<file path="src/rtl/clint_pkg.sv">
// Shared offsets, response codes, FSM states and decode helpers for clint_axil.
// Build option CLINT_WSTRB_EN enables byte-granular writes in clint_merge.
package clint_pkg;

    localparam logic [31:0] MSIP_BASE     = 32'h0000_0000;
    localparam logic [31:0] MTIMECMP_BASE = 32'h0000_4000;
    localparam logic [31:0] MTIME_LO      = 32'h0000_BFF8;
    localparam logic [31:0] MTIME_HI      = 32'h0000_BFFC;

    localparam logic [1:0] RESP_OKAY   = 2'b00;
    localparam logic [1:0] RESP_SLVERR = 2'b10;

    typedef enum logic [0:0] {RIdle, RResp} r_state_e;
    typedef enum logic [1:0] {WIdle, WExec, WResp} w_state_e;

    typedef enum logic [2:0] {
        RegNone, RegMsip, RegCmpLo, RegCmpHi, RegTimeLo, RegTimeHi
    } reg_sel_e;

    typedef struct packed {
        reg_sel_e   sel;
        logic [3:0] hart;
    } reg_dec_t;

    // Offset must be word-aligned and hart-indexed registers must exist.
    function automatic reg_dec_t clint_decode(input logic [31:0] off,
                                              input int unsigned num_harts);
        reg_dec_t d;
        d.sel  = RegNone;
        d.hart = '0;
        if (off == MTIME_LO) begin
            d.sel = RegTimeLo;
        end else if (off == MTIME_HI) begin
            d.sel = RegTimeHi;
        end else begin
            for (int unsigned h = 0; h < 16; h++) begin
                if (h < num_harts) begin
                    if (off == MSIP_BASE + 32'(4 * h)) begin
                        d.sel  = RegMsip;
                        d.hart = 4'(h);
                    end
                    if (off == MTIMECMP_BASE + 32'(8 * h)) begin
                        d.sel  = RegCmpLo;
                        d.hart = 4'(h);
                    end
                    if (off == MTIMECMP_BASE + 32'(8 * h + 4)) begin
                        d.sel  = RegCmpHi;
                        d.hart = 4'(h);
                    end
                end
            end
        end
        return d;
    endfunction

    function automatic logic [31:0] clint_reg_value(input reg_sel_e sel, input logic msip_bit,
                                                    input logic [63:0] cmp,
                                                    input logic [63:0] mtime);
        case (sel)
            RegMsip:   return {31'b0, msip_bit};
            RegCmpLo:  return cmp[31:0];
            RegCmpHi:  return cmp[63:32];
            RegTimeLo: return mtime[31:0];
            RegTimeHi: return mtime[63:32];
            default:   return '0;
        endcase
    endfunction

    function automatic logic [31:0] clint_merge(input logic [31:0] old_val,
                                                input logic [31:0] wdata,
                                                input logic [3:0]  wstrb);
        logic [31:0] r;
`ifdef CLINT_WSTRB_EN
        for (int i = 0; i < 4; i++) begin
            r[8*i +: 8] = wstrb[i] ? wdata[8*i +: 8] : old_val[8*i +: 8];
        end
`else
        r = wdata;
`endif
        return r;
    endfunction

endpackage

</file>
<file path="src/rtl/clint_timebase.sv">
// Prescaler plus free-running 64-bit mtime; a load overrides the same-cycle tick.
module clint_timebase #(
    parameter int unsigned TICK_DIV = 1
) (
    input  logic        clk,
    input  logic        rst,
    input  logic        load_i,
    input  logic [63:0] load_val_i,
    output logic [63:0] mtime_o
);

    localparam int unsigned CntW = (TICK_DIV > 1) ? $clog2(TICK_DIV) : 1;
    localparam logic [CntW-1:0] CntMax = CntW'(TICK_DIV - 1);

    logic [CntW-1:0] cnt_q, cnt_d;
    logic [63:0]     mtime_q, mtime_d;
    logic            tick;

    assign tick = (cnt_q == CntMax);

    always_comb begin
        cnt_d   = tick ? '0 : cnt_q + 1'b1;
        mtime_d = mtime_q;
        if (load_i) begin
            mtime_d = load_val_i;
        end else if (tick) begin
            mtime_d = mtime_q + 64'd1;
        end
    end

    always_ff @(posedge clk) begin
        if (rst) begin
            cnt_q   <= '0;
            mtime_q <= '0;
        end else begin
            cnt_q   <= cnt_d;
            mtime_q <= mtime_d;
        end
    end

    assign mtime_o = mtime_q;

endmodule

</file>
<file path="src/rtl/clint_axil.sv">
// Multi-hart CLINT on an AXI4-Lite slave: msip, mtimecmp and prescaled mtime.
// Define CLINT_WSTRB_EN for byte-granular register writes.
module clint_axil
    import clint_pkg::*;
#(
    parameter int unsigned NUM_HARTS = 1,
    parameter int unsigned TICK_DIV  = 1,
    parameter int unsigned ADDR_W    = 16
) (
    input  logic                 clk,
    input  logic                 rst,
    input  logic                 s_axi_awvalid,
    output logic                 s_axi_awready,
    input  logic [31:0]          s_axi_awaddr,
    input  logic                 s_axi_wvalid,
    output logic                 s_axi_wready,
    input  logic [31:0]          s_axi_wdata,
    input  logic [3:0]           s_axi_wstrb,
    output logic                 s_axi_bvalid,
    input  logic                 s_axi_bready,
    output logic [1:0]           s_axi_bresp,
    input  logic                 s_axi_arvalid,
    output logic                 s_axi_arready,
    input  logic [31:0]          s_axi_araddr,
    output logic                 s_axi_rvalid,
    input  logic                 s_axi_rready,
    output logic [31:0]          s_axi_rdata,
    output logic [1:0]           s_axi_rresp,
    output logic [NUM_HARTS-1:0] mtip,
    output logic [NUM_HARTS-1:0] msip
);

    r_state_e r_state_q, r_state_d;
    w_state_e w_state_q, w_state_d;
    logic arready_q, arready_d, rvalid_q, rvalid_d;
    logic [31:0] rdata_q, rdata_d;
    logic [1:0]  rresp_q, rresp_d, bresp_q, bresp_d;
    logic awready_q, awready_d, wready_q, wready_d, bvalid_q, bvalid_d;
    logic aw_have_q, aw_have_d, w_have_q, w_have_d;
    logic [ADDR_W-1:0] awaddr_q, awaddr_d;
    logic [31:0] wdata_q, wdata_d;
    logic [3:0]  wstrb_q, wstrb_d;

    logic [NUM_HARTS-1:0]       msip_q, msip_d, mtip_q, mtip_d;
    logic [NUM_HARTS-1:0][63:0] mtimecmp_q, mtimecmp_d;
    logic [63:0] mtime, tb_load_val, ar_cmp, aw_cmp;
    logic        tb_load, wr_en, ar_msip, aw_msip;
    logic [31:0] rd_val, wr_old, wr_new;
    reg_dec_t    ar_dec, aw_dec;
    logic        unused_bits;

    assign unused_bits = ^{s_axi_awaddr, s_axi_araddr};

    clint_timebase #(.TICK_DIV(TICK_DIV)) u_timebase (
        .clk       (clk),
        .rst       (rst),
        .load_i    (tb_load),
        .load_val_i(tb_load_val),
        .mtime_o   (mtime)
    );

    assign ar_dec = clint_decode(32'(s_axi_araddr[ADDR_W-1:0]), NUM_HARTS);
    assign aw_dec = clint_decode(32'(awaddr_q), NUM_HARTS);

    always_comb begin
        ar_cmp  = '1;
        ar_msip = 1'b0;
        aw_cmp  = '1;
        aw_msip = 1'b0;
        for (int unsigned h = 0; h < NUM_HARTS; h++) begin
            if (ar_dec.hart == 4'(h)) begin
                ar_cmp  = mtimecmp_q[h];
                ar_msip = msip_q[h];
            end
            if (aw_dec.hart == 4'(h)) begin
                aw_cmp  = mtimecmp_q[h];
                aw_msip = msip_q[h];
            end
        end
    end

    assign rd_val = clint_reg_value(ar_dec.sel, ar_msip, ar_cmp, mtime);
    assign wr_old = clint_reg_value(aw_dec.sel, aw_msip, aw_cmp, mtime);
    assign wr_new = clint_merge(wr_old, wdata_q, wstrb_q);

    always_comb begin
        r_state_d = r_state_q;
        arready_d = arready_q;
        rvalid_d  = rvalid_q;
        rdata_d   = rdata_q;
        rresp_d   = rresp_q;
        unique case (r_state_q)
            RIdle: begin
                arready_d = 1'b1;
                if (s_axi_arvalid && arready_q) begin
                    r_state_d = RResp;
                    arready_d = 1'b0;
                    rvalid_d  = 1'b1;
                    rdata_d   = rd_val;
                    rresp_d   = (ar_dec.sel == RegNone) ? RESP_SLVERR : RESP_OKAY;
                end
            end
            RResp: begin
                if (s_axi_rready) begin
                    r_state_d = RIdle;
                    rvalid_d  = 1'b0;
                    arready_d = 1'b1;
                end
            end
            default: r_state_d = RIdle;
        endcase
    end

    always_comb begin
        w_state_d = w_state_q;
        awready_d = awready_q;
        wready_d  = wready_q;
        bvalid_d  = bvalid_q;
        bresp_d   = bresp_q;
        aw_have_d = aw_have_q;
        w_have_d  = w_have_q;
        awaddr_d  = awaddr_q;
        wdata_d   = wdata_q;
        wstrb_d   = wstrb_q;
        wr_en     = 1'b0;
        unique case (w_state_q)
            WIdle: begin
                if (s_axi_awvalid && awready_q) begin
                    awaddr_d  = s_axi_awaddr[ADDR_W-1:0];
                    aw_have_d = 1'b1;
                end
                if (s_axi_wvalid && wready_q) begin
                    wdata_d  = s_axi_wdata;
                    wstrb_d  = s_axi_wstrb;
                    w_have_d = 1'b1;
                end
                awready_d = !aw_have_d;
                wready_d  = !w_have_d;
                if (aw_have_d && w_have_d) begin
                    w_state_d = WExec;
                end
            end
            WExec: begin
                wr_en     = 1'b1;
                w_state_d = WResp;
                bvalid_d  = 1'b1;
                bresp_d   = (aw_dec.sel == RegNone) ? RESP_SLVERR : RESP_OKAY;
            end
            WResp: begin
                if (s_axi_bready) begin
                    w_state_d = WIdle;
                    bvalid_d  = 1'b0;
                    aw_have_d = 1'b0;
                    w_have_d  = 1'b0;
                    awready_d = 1'b1;
                    wready_d  = 1'b1;
                end
            end
            default: w_state_d = WIdle;
        endcase
    end

    always_comb begin
        msip_d      = msip_q;
        mtimecmp_d  = mtimecmp_q;
        tb_load     = 1'b0;
        tb_load_val = mtime;
        if (wr_en) begin
            for (int unsigned h = 0; h < NUM_HARTS; h++) begin
                if (aw_dec.hart == 4'(h)) begin
                    if (aw_dec.sel == RegMsip)  msip_d[h] = wr_new[0];
                    if (aw_dec.sel == RegCmpLo) mtimecmp_d[h][31:0] = wr_new;
                    if (aw_dec.sel == RegCmpHi) mtimecmp_d[h][63:32] = wr_new;
                end
            end
            if (aw_dec.sel == RegTimeLo) begin
                tb_load           = 1'b1;
                tb_load_val[31:0] = wr_new;
            end
            if (aw_dec.sel == RegTimeHi) begin
                tb_load            = 1'b1;
                tb_load_val[63:32] = wr_new;
            end
        end
        for (int unsigned h = 0; h < NUM_HARTS; h++) begin
            mtip_d[h] = (mtime >= mtimecmp_q[h]);
        end
    end

    always_ff @(posedge clk) begin
        if (rst) begin
            r_state_q <= RIdle;
            arready_q <= 1'b0;
            rvalid_q  <= 1'b0;
            rdata_q   <= '0;
            rresp_q   <= RESP_OKAY;
        end else begin
            r_state_q <= r_state_d;
            arready_q <= arready_d;
            rvalid_q  <= rvalid_d;
            rdata_q   <= rdata_d;
            rresp_q   <= rresp_d;
        end
    end

    always_ff @(posedge clk) begin
        if (rst) begin
            w_state_q <= WIdle;
            awready_q <= 1'b0;
            wready_q  <= 1'b0;
            bvalid_q  <= 1'b0;
            bresp_q   <= RESP_OKAY;
            aw_have_q <= 1'b0;
            w_have_q  <= 1'b0;
            awaddr_q  <= '0;
            wdata_q   <= '0;
            wstrb_q   <= '0;
        end else begin
            w_state_q <= w_state_d;
            awready_q <= awready_d;
            wready_q  <= wready_d;
            bvalid_q  <= bvalid_d;
            bresp_q   <= bresp_d;
            aw_have_q <= aw_have_d;
            w_have_q  <= w_have_d;
            awaddr_q  <= awaddr_d;
            wdata_q   <= wdata_d;
            wstrb_q   <= wstrb_d;
        end
    end

    always_ff @(posedge clk) begin
        if (rst) begin
            msip_q     <= '0;
            mtip_q     <= '0;
            mtimecmp_q <= '1;
        end else begin
            msip_q     <= msip_d;
            mtip_q     <= mtip_d;
            mtimecmp_q <= mtimecmp_d;
        end
    end

    assign s_axi_arready = arready_q;
    assign s_axi_rvalid  = rvalid_q;
    assign s_axi_rdata   = rdata_q;
    assign s_axi_rresp   = rresp_q;
    assign s_axi_awready = awready_q;
    assign s_axi_wready  = wready_q;
    assign s_axi_bvalid  = bvalid_q;
    assign s_axi_bresp   = bresp_q;
    assign mtip          = mtip_q;
    assign msip          = msip_q;

endmodule

</file>
<file path="config.mk">
export PLATFORM = sky130hd
export DESIGN_NAME = clint_axil
export DESIGN_NICKNAME = d
export VERILOG_FILES = /design/src/rtl/clint_pkg.sv /design/src/rtl/clint_timebase.sv /design/src/rtl/clint_axil.sv
export SDC_FILE = /design/constraint.sdc
export NUM_CORES = 1
export LEC_CHECK = 0
export ABC_CLOCK_PERIOD_IN_PS = 6220
export CAP_MARGIN = 5
export CORE_ASPECT_RATIO = 0.9
export CORE_MARGIN = 8
export CORE_UTILIZATION = 27
export CTS_CLUSTER_SIZE = 8
export DETAILED_ROUTE_END_ITERATION = 8
export PLACE_DENSITY = 0.54
export SLEW_MARGIN = 20
export SYNTH_ARGS = -nofsm -noshare
export SYNTH_HDL_FRONTEND = slang
export SYNTH_SLANG_ARGS = --single-unit
</file>
<file path="constraint.sdc">
create_clock -name clk -period 6.22 [get_ports clk]
set_input_delay 1.244 -clock clk [delete_from_list [all_inputs] [get_ports clk]]
set_output_delay 1.244 -clock clk [all_outputs]
set_load 0.02 [all_outputs]
</file>
After elaboration in Yosys (flattened, before gate mapping)
Cells that the tools add are included.
W data, S select, Z words.
- word-level logic and storage cells: 133
- register bits after elaboration: 225
- output and inout bits: 43
- input port bits: 107
- bitwise operators: 2
- muxes and demuxes: 51
- order comparisons: 1
- reduce and logical (&&, ||, !) cells: 28
- equal/unequal tests: 28
- $add $sub $neg: 2
- operator list (kind ; count):
    $mux W64 ; 4
    $pmux W32 S5 ; 1
    $add A64 B1 Y64 const B ; 1
    $eq A16 B15 Y1 const B ; 4
    $eq A16 B16 Y1 const B ; 4
    $ge A64 B64 Y1 ; 1
    $mux W32 ; 2
    $logic_not A16 Y1 ; 2
    $mux W7 ; 4
    $mux W1 ; 17
    $mux W4 ; 4
    $pmux W1 S2 ; 8
    $reduce_and A3 Y1 ; 5
    $reduce_and A2 Y1 ; 7
    $eq A3 B2 Y1 const B ; 4
    $eq A3 B3 Y1 const B ; 4
    $mux W3 ; 4
    $mux W5 ; 2
    $ne A2 B2 Y1 const B ; 5
    $logic_not A4 Y1 ; 2
    $mux W2 ; 4
    $eq A3 B1 Y1 const B ; 2
    $logic_not A3 Y1 ; 2
    $ne A2 B1 Y1 const B ; 3
    other kinds (10) ; 16

Depth between registers and ports, before layout
- depth after elaboration: 12
- gate-level depth with buffers: 9
- depth with buffers taken out: 8

By module
From an unflattened synthesis, not the netlist that was laid out.
- cells, all modules: 1470
- area, all modules: 12588.3 um2
- by module, submodules not included (module ; seq. area each (um2) ; instances ; area an instance (um2) ; cells each):
    clint_axil ; 3163.0 ; 1 ; 8587.0 ; 969
    clint_timebase ; 1301.2 ; 1 ; 4001.3 ; 501

Worst setup path before layout
No wires, ideal clock.
- path type: input port to flip-flop
- start: input s_axi_araddr[14]
- end: register rdata_q[21] (netlist: s_axi_rdata[21])
- slack: 3.208 ns
- required time: 6.146 ns
- arrival time: 2.938 ns
- stages on the path: 7
- buffers on the path: 1
- library setup time: 0.074 ns
- cells stage by stage: or4b_1 nor4_1 nor2b_1 buf_2 a222oi_1 a21boi_0 o21ai_0
- word-level cells in the longest chain between the ends: 8
- elaborated cells between the ends (all ways): 20
- classes of those cells: 9 x eq/ne; 9 x mux; 2 x reduce/logical
- RTL lines (element ; RTL line ; source):
    start: declaration ; clint_axil.sv:24 ; input logic [31:0] s_axi_araddr,
    $eq A16 B15 Y1 / $logic_not A16 Y1 (equally long branches) ; clint_pkg.sv:42, clint_pkg.sv:38 ;
    $mux W7 / $mux W5 (equally long branches) ; clint_pkg.sv:42, clint_pkg.sv:38 ;
    $mux W7, on equally long branches ; clint_pkg.sv:46, clint_pkg.sv:42 ;
    $mux W4 / $mux W7 (equally long branches) ; clint_pkg.sv:33, clint_pkg.sv:46 ;
    $mux W4 / $mux W3 (equally long branches) ; clint_pkg.sv:31, clint_pkg.sv:33 ;
    $logic_not A4 Y1 / $mux W3 (equally long branches) ; clint_axil.sv:71, clint_pkg.sv:31 ;
    $mux W64, or another cell as far along ; clint_axil.sv:71 ; if (ar_dec.hart == 4'(h)) begin
    $pmux W32 S5 * ; clint_pkg.sv:59 ; case (sel)
    end signal: assignment ; clint_axil.sv:201 ; rdata_q <= rdata_d;
    end: declaration ; clint_axil.sv:36 ; logic [31:0] rdata_q, rdata_d;
Mark *: on every way between the ends. The rest lies on a longest branch, timed or not.
A chain may end at the register's enable or synchronous reset.

Final worst setup path
- start: input s_axi_araddr[14]
- end: register rdata_q[3] (netlist: s_axi_rdata[3])
Same word-level chain as after synthesis.

==> metrics.md <==
| Metric | Value |
|---|---|
| Post-CTS Hold Fix Bufs | `0` |
| Starting Density | `27.3%` |
| FF/Latch Area | `4460 sq um` |
| Unique cell type count in the Yosys netlist | `75` |
| Resized cells post-CTS | `0` |
| Pwr Total | `approximately 3.2 mW` |
| Cell taking the most area after synthesis | `dfxtp_1` |
| Filler Cell Count | `4712` |
| Avg WL per Cell | `21.2 microns` |
| Largest cells by area after synthesis | `dfxtp_1 (37%), nand2_1 (9.0%), ha_1 (6.8%)` |
| Max capacitance violation total | `0` |
| Final Cycle Share | `63.0%` |
| Number of H-tree levels | `1` |
| IO Port Bufs | `111` |
| Yosys reg bits | `223` |
| Placed cell area | `13700 sq um` |
| Crit path capture type | `flop` |
| Part of the power in registers | `46.6%` |
| Syn-to-layout area delta | `20.5%` |
| Finished Layout Cells | `roughly 2200` |
| Clk Latency, worst-skew pair | `0.58 ns` |
| Net Sw Frac | `25.2%` |
| TritonCTS buffer count | `31` |
| RSZ-0062 raised after global routing | `no` |
| Placed cell count | `2154` |
| Fin Hold WS | `0.447 ns` |
| Pleak | `5.47 nW` |
| Asr flop ratio synth | `0%` |
| Psw | `0.815 mW` |
| Worst Setup Path Type | `in2reg` |
| Post-synth EDFFs | `0` |
| Routed wire length | `between 40000 and 50000 microns` |
| Residual DRC count | `0` |
| ANT cells | `0` |
| Dpl hpwl | `around 33000 microns` |
| Die width | `238 microns` |
| Multi-input combinational cell area | `between 6000 and 7000 sq um` |
| First-pass GRT wire length | `71200 microns` |
| Gate power share | `7.1%` |
| Status | `finished, final reports clean` |
| FF-to-FF setup slack | `2.53 ns` |
| Cells after Synth | `1520` |
| Final setup vio count | `0` |
| Final core occ | `32.9%` |
| I/O pin total | `150` |
| Final Hold Viols | `0` |
| Post-CTS setup buffers | `0` |
| Number of synthesis warnings | `0` |
| Worst Path Required | `6.71 ns` |
| Crit Path Max Fanout | `31` |
| Root Buffer | `clkbuf_16` |
| Total Routing Usage GR | `17.5%` |
| Achievable Freq | `approximately 0.26 GHz` |
| Fin crit period | `3.92 ns` |
| Clk sink count | `223` |
| Clk slew on worst S/H paths | `0.05 ns` |
| Worst Max-Slew Pin Slew | `1.14 ns` |
| Clk pwr share | `between 40% and 50%` |
| Finished Cell Area | `14500 sq um` |
| Commonest non-fill, non-tap cell in the layout | `nand2_1` |
| Post-layout net count | `1759` |
| P_int | `2.41 mW` |
| Pre-antenna DRT Iters | `7` |
| Largest net degree at the start of global routing | `67` |
| Chip height | `216 microns` |
| PD cells | `approximately 220 nW/um^2` |
| Vias in the first global route | `~12000` |
| GRT Residual Overflow | `0` |
| CTS tree | `built` |
| Mapped cell area | `12000 sq um` |
| Final Slew Violations | `0` |
| WP data arrival | `around 4.4 ns` |
| Hold crit path type | `reg2reg` |
| Syn Area/Cell | `roughly 7.9 sq um` |
| Setup tns final | `0 ns` |
| Std cell rows | `between 70 and 80` |
| DRT antenna net count | `0` |
| Post-synth top area share | `between 30 and 40%` |
| Worst VDD drop | `between 0.15 and 0.2 mV` |
| Pre-CTS setup slack | `1.70 ns` |
| Via-per-instance ratio | `5.51` |
| Synth Flop Type | `dfxtp_1` |
| Clock buffer depth | `3` |
| Final worst setup slack | `~2.3 ns` |
| Initial antenna violation count | `0` |
| Post-synthesis sequential area ratio | `37.2%` |
| Routability Congestion | `0.890` |
| Die area | `51500 sq um` |
| Setup Skew | `0.0174 ns` |
| Core Area | `between 40000 and 50000 sq um` |
| Share of layout cells above drive strength 1 | `~5.1%` |
| Crit path launch type | `input port` |
| DR vias | `12100` |
| 1st-iter DRT viols | `1212` |
| Most frequent cells in the layout | `nand2_1 (287), dfxtp_1 (223), a21oi_1 (127)` |
| Rel. slew slack | `23.7%` |
-- kinds of logic (layout without fill, tap and decap cells) --
| group | Yosys count | in the layout | synth area share (%) |
|---|---|---|---|
| AND/OR/NAND/NOR | 584 | 584 | 23.6 |
| AO/OA/AOI/OAI | 465 | 465 | 26.1 |
| flip-flops | 223 | 223 | 37.2 |
| buffers and inverters | 174 | 239 | 5.64 |
| adder cells (fa/ha/maj) | 65 | 65 | 6.78 |
| multiplexers | 7 | 7 | 0.605 |
| other | 1 | 3 | 0.0312 |
| XOR/XNOR | 1 | 1 | 0.0730 |
-- sequential cells by signal, summed over array words and instances (netlist names), 2 cells and up --
register,flops
s_axi_rdata,32
mtimecmp_q,64
awaddr_q,16
u_timebase.mtime_o,64
w_state_q,2
wdata_q,32
-- synth_stat cells, types with 4 or more instances --
cell	number
and3_1	26
dfxtp_1	223
or4_1	7
nand4_1	37
a31oi_1	4
nand3_1	55
o21ai_0	91
a222oi_1	31
a211oi_1	17
a311oi_1	8
nand3b_1	4
o32ai_1	12
o22ai_1	4
ha_1	65
buf_2	7
a21boi_0	33
and2_1	4
inv_1	75
clkbuf_1	84
nor3_1	35
a21o_1	11
a21oi_1	127
nor2_1	53
mux2i_1	5
nor4_1	31
buf_4	4
nand2b_1	4
o31a_1	5
nand2_1	287
and4_1	13
o211ai_1	79
or3_1	5
-- routing by layer --
metal	routed length, microns	global-route usage (%)	vias up
met5	0	0	-
met4	1060	4.87	0
li1	-	-	5750
met1	21700	24.5	5716
met3	4330	4.84	80
met2	19400	25.9	515
-- final timing paths --
| check | from | to | depth (start not counted) |
|---|---|---|---|
| max | s_axi_araddr[14] | s_axi_rdata[3]$_SDFFE_PP0P_ | 7 |
| max reg2reg | awaddr_q[5]$_SDFFE_PP0P_ | u_timebase.mtime_o[29]$_SDFFE_PP0P_ | 6 |
| min | s_axi_rdata[17]$_SDFFE_PP0P_ | s_axi_rdata[17]$_SDFFE_PP0P_ | 2 |
| min reg2reg | s_axi_rdata[17]$_SDFFE_PP0P_ | s_axi_rdata[17]$_SDFFE_PP0P_ | 2 |
-- power groups by stage --
stage / Clock [mW] / Combinational [mW] / Sequential, mW
final: 1.49 / 0.231 / 1.50
after global placement: 0 / 0.229 / 1.53
after detailed placement: 0 / 0.231 / 1.53
after global routing: 1.59 / 0.254 / 1.51
after CTS: 1.52 / 0.232 / 1.50
after floorplan: 0 / 0.120 / 1.52
-- cell type report --
type                       count  area share [%]
clock buffer                  32            5.39
clock inverter                 1          0.0606
inverter                      76            1.97
multi-input combinational   1125            47.9
sequential                   223            30.9
tap                          600            5.19
timing repair buffer         130            8.65
-- critical path: stages --
cell and delay [ns]:
clkdlybuf4s50_1 0.47, or4b_1 0.53, nor4_1 0.56, nor2b_4 0.94, a222oi_1 0.26, a21boi_0 0.20
o21ai_0 0.18
No activity file was read; power rests on OpenSTA's default activity.
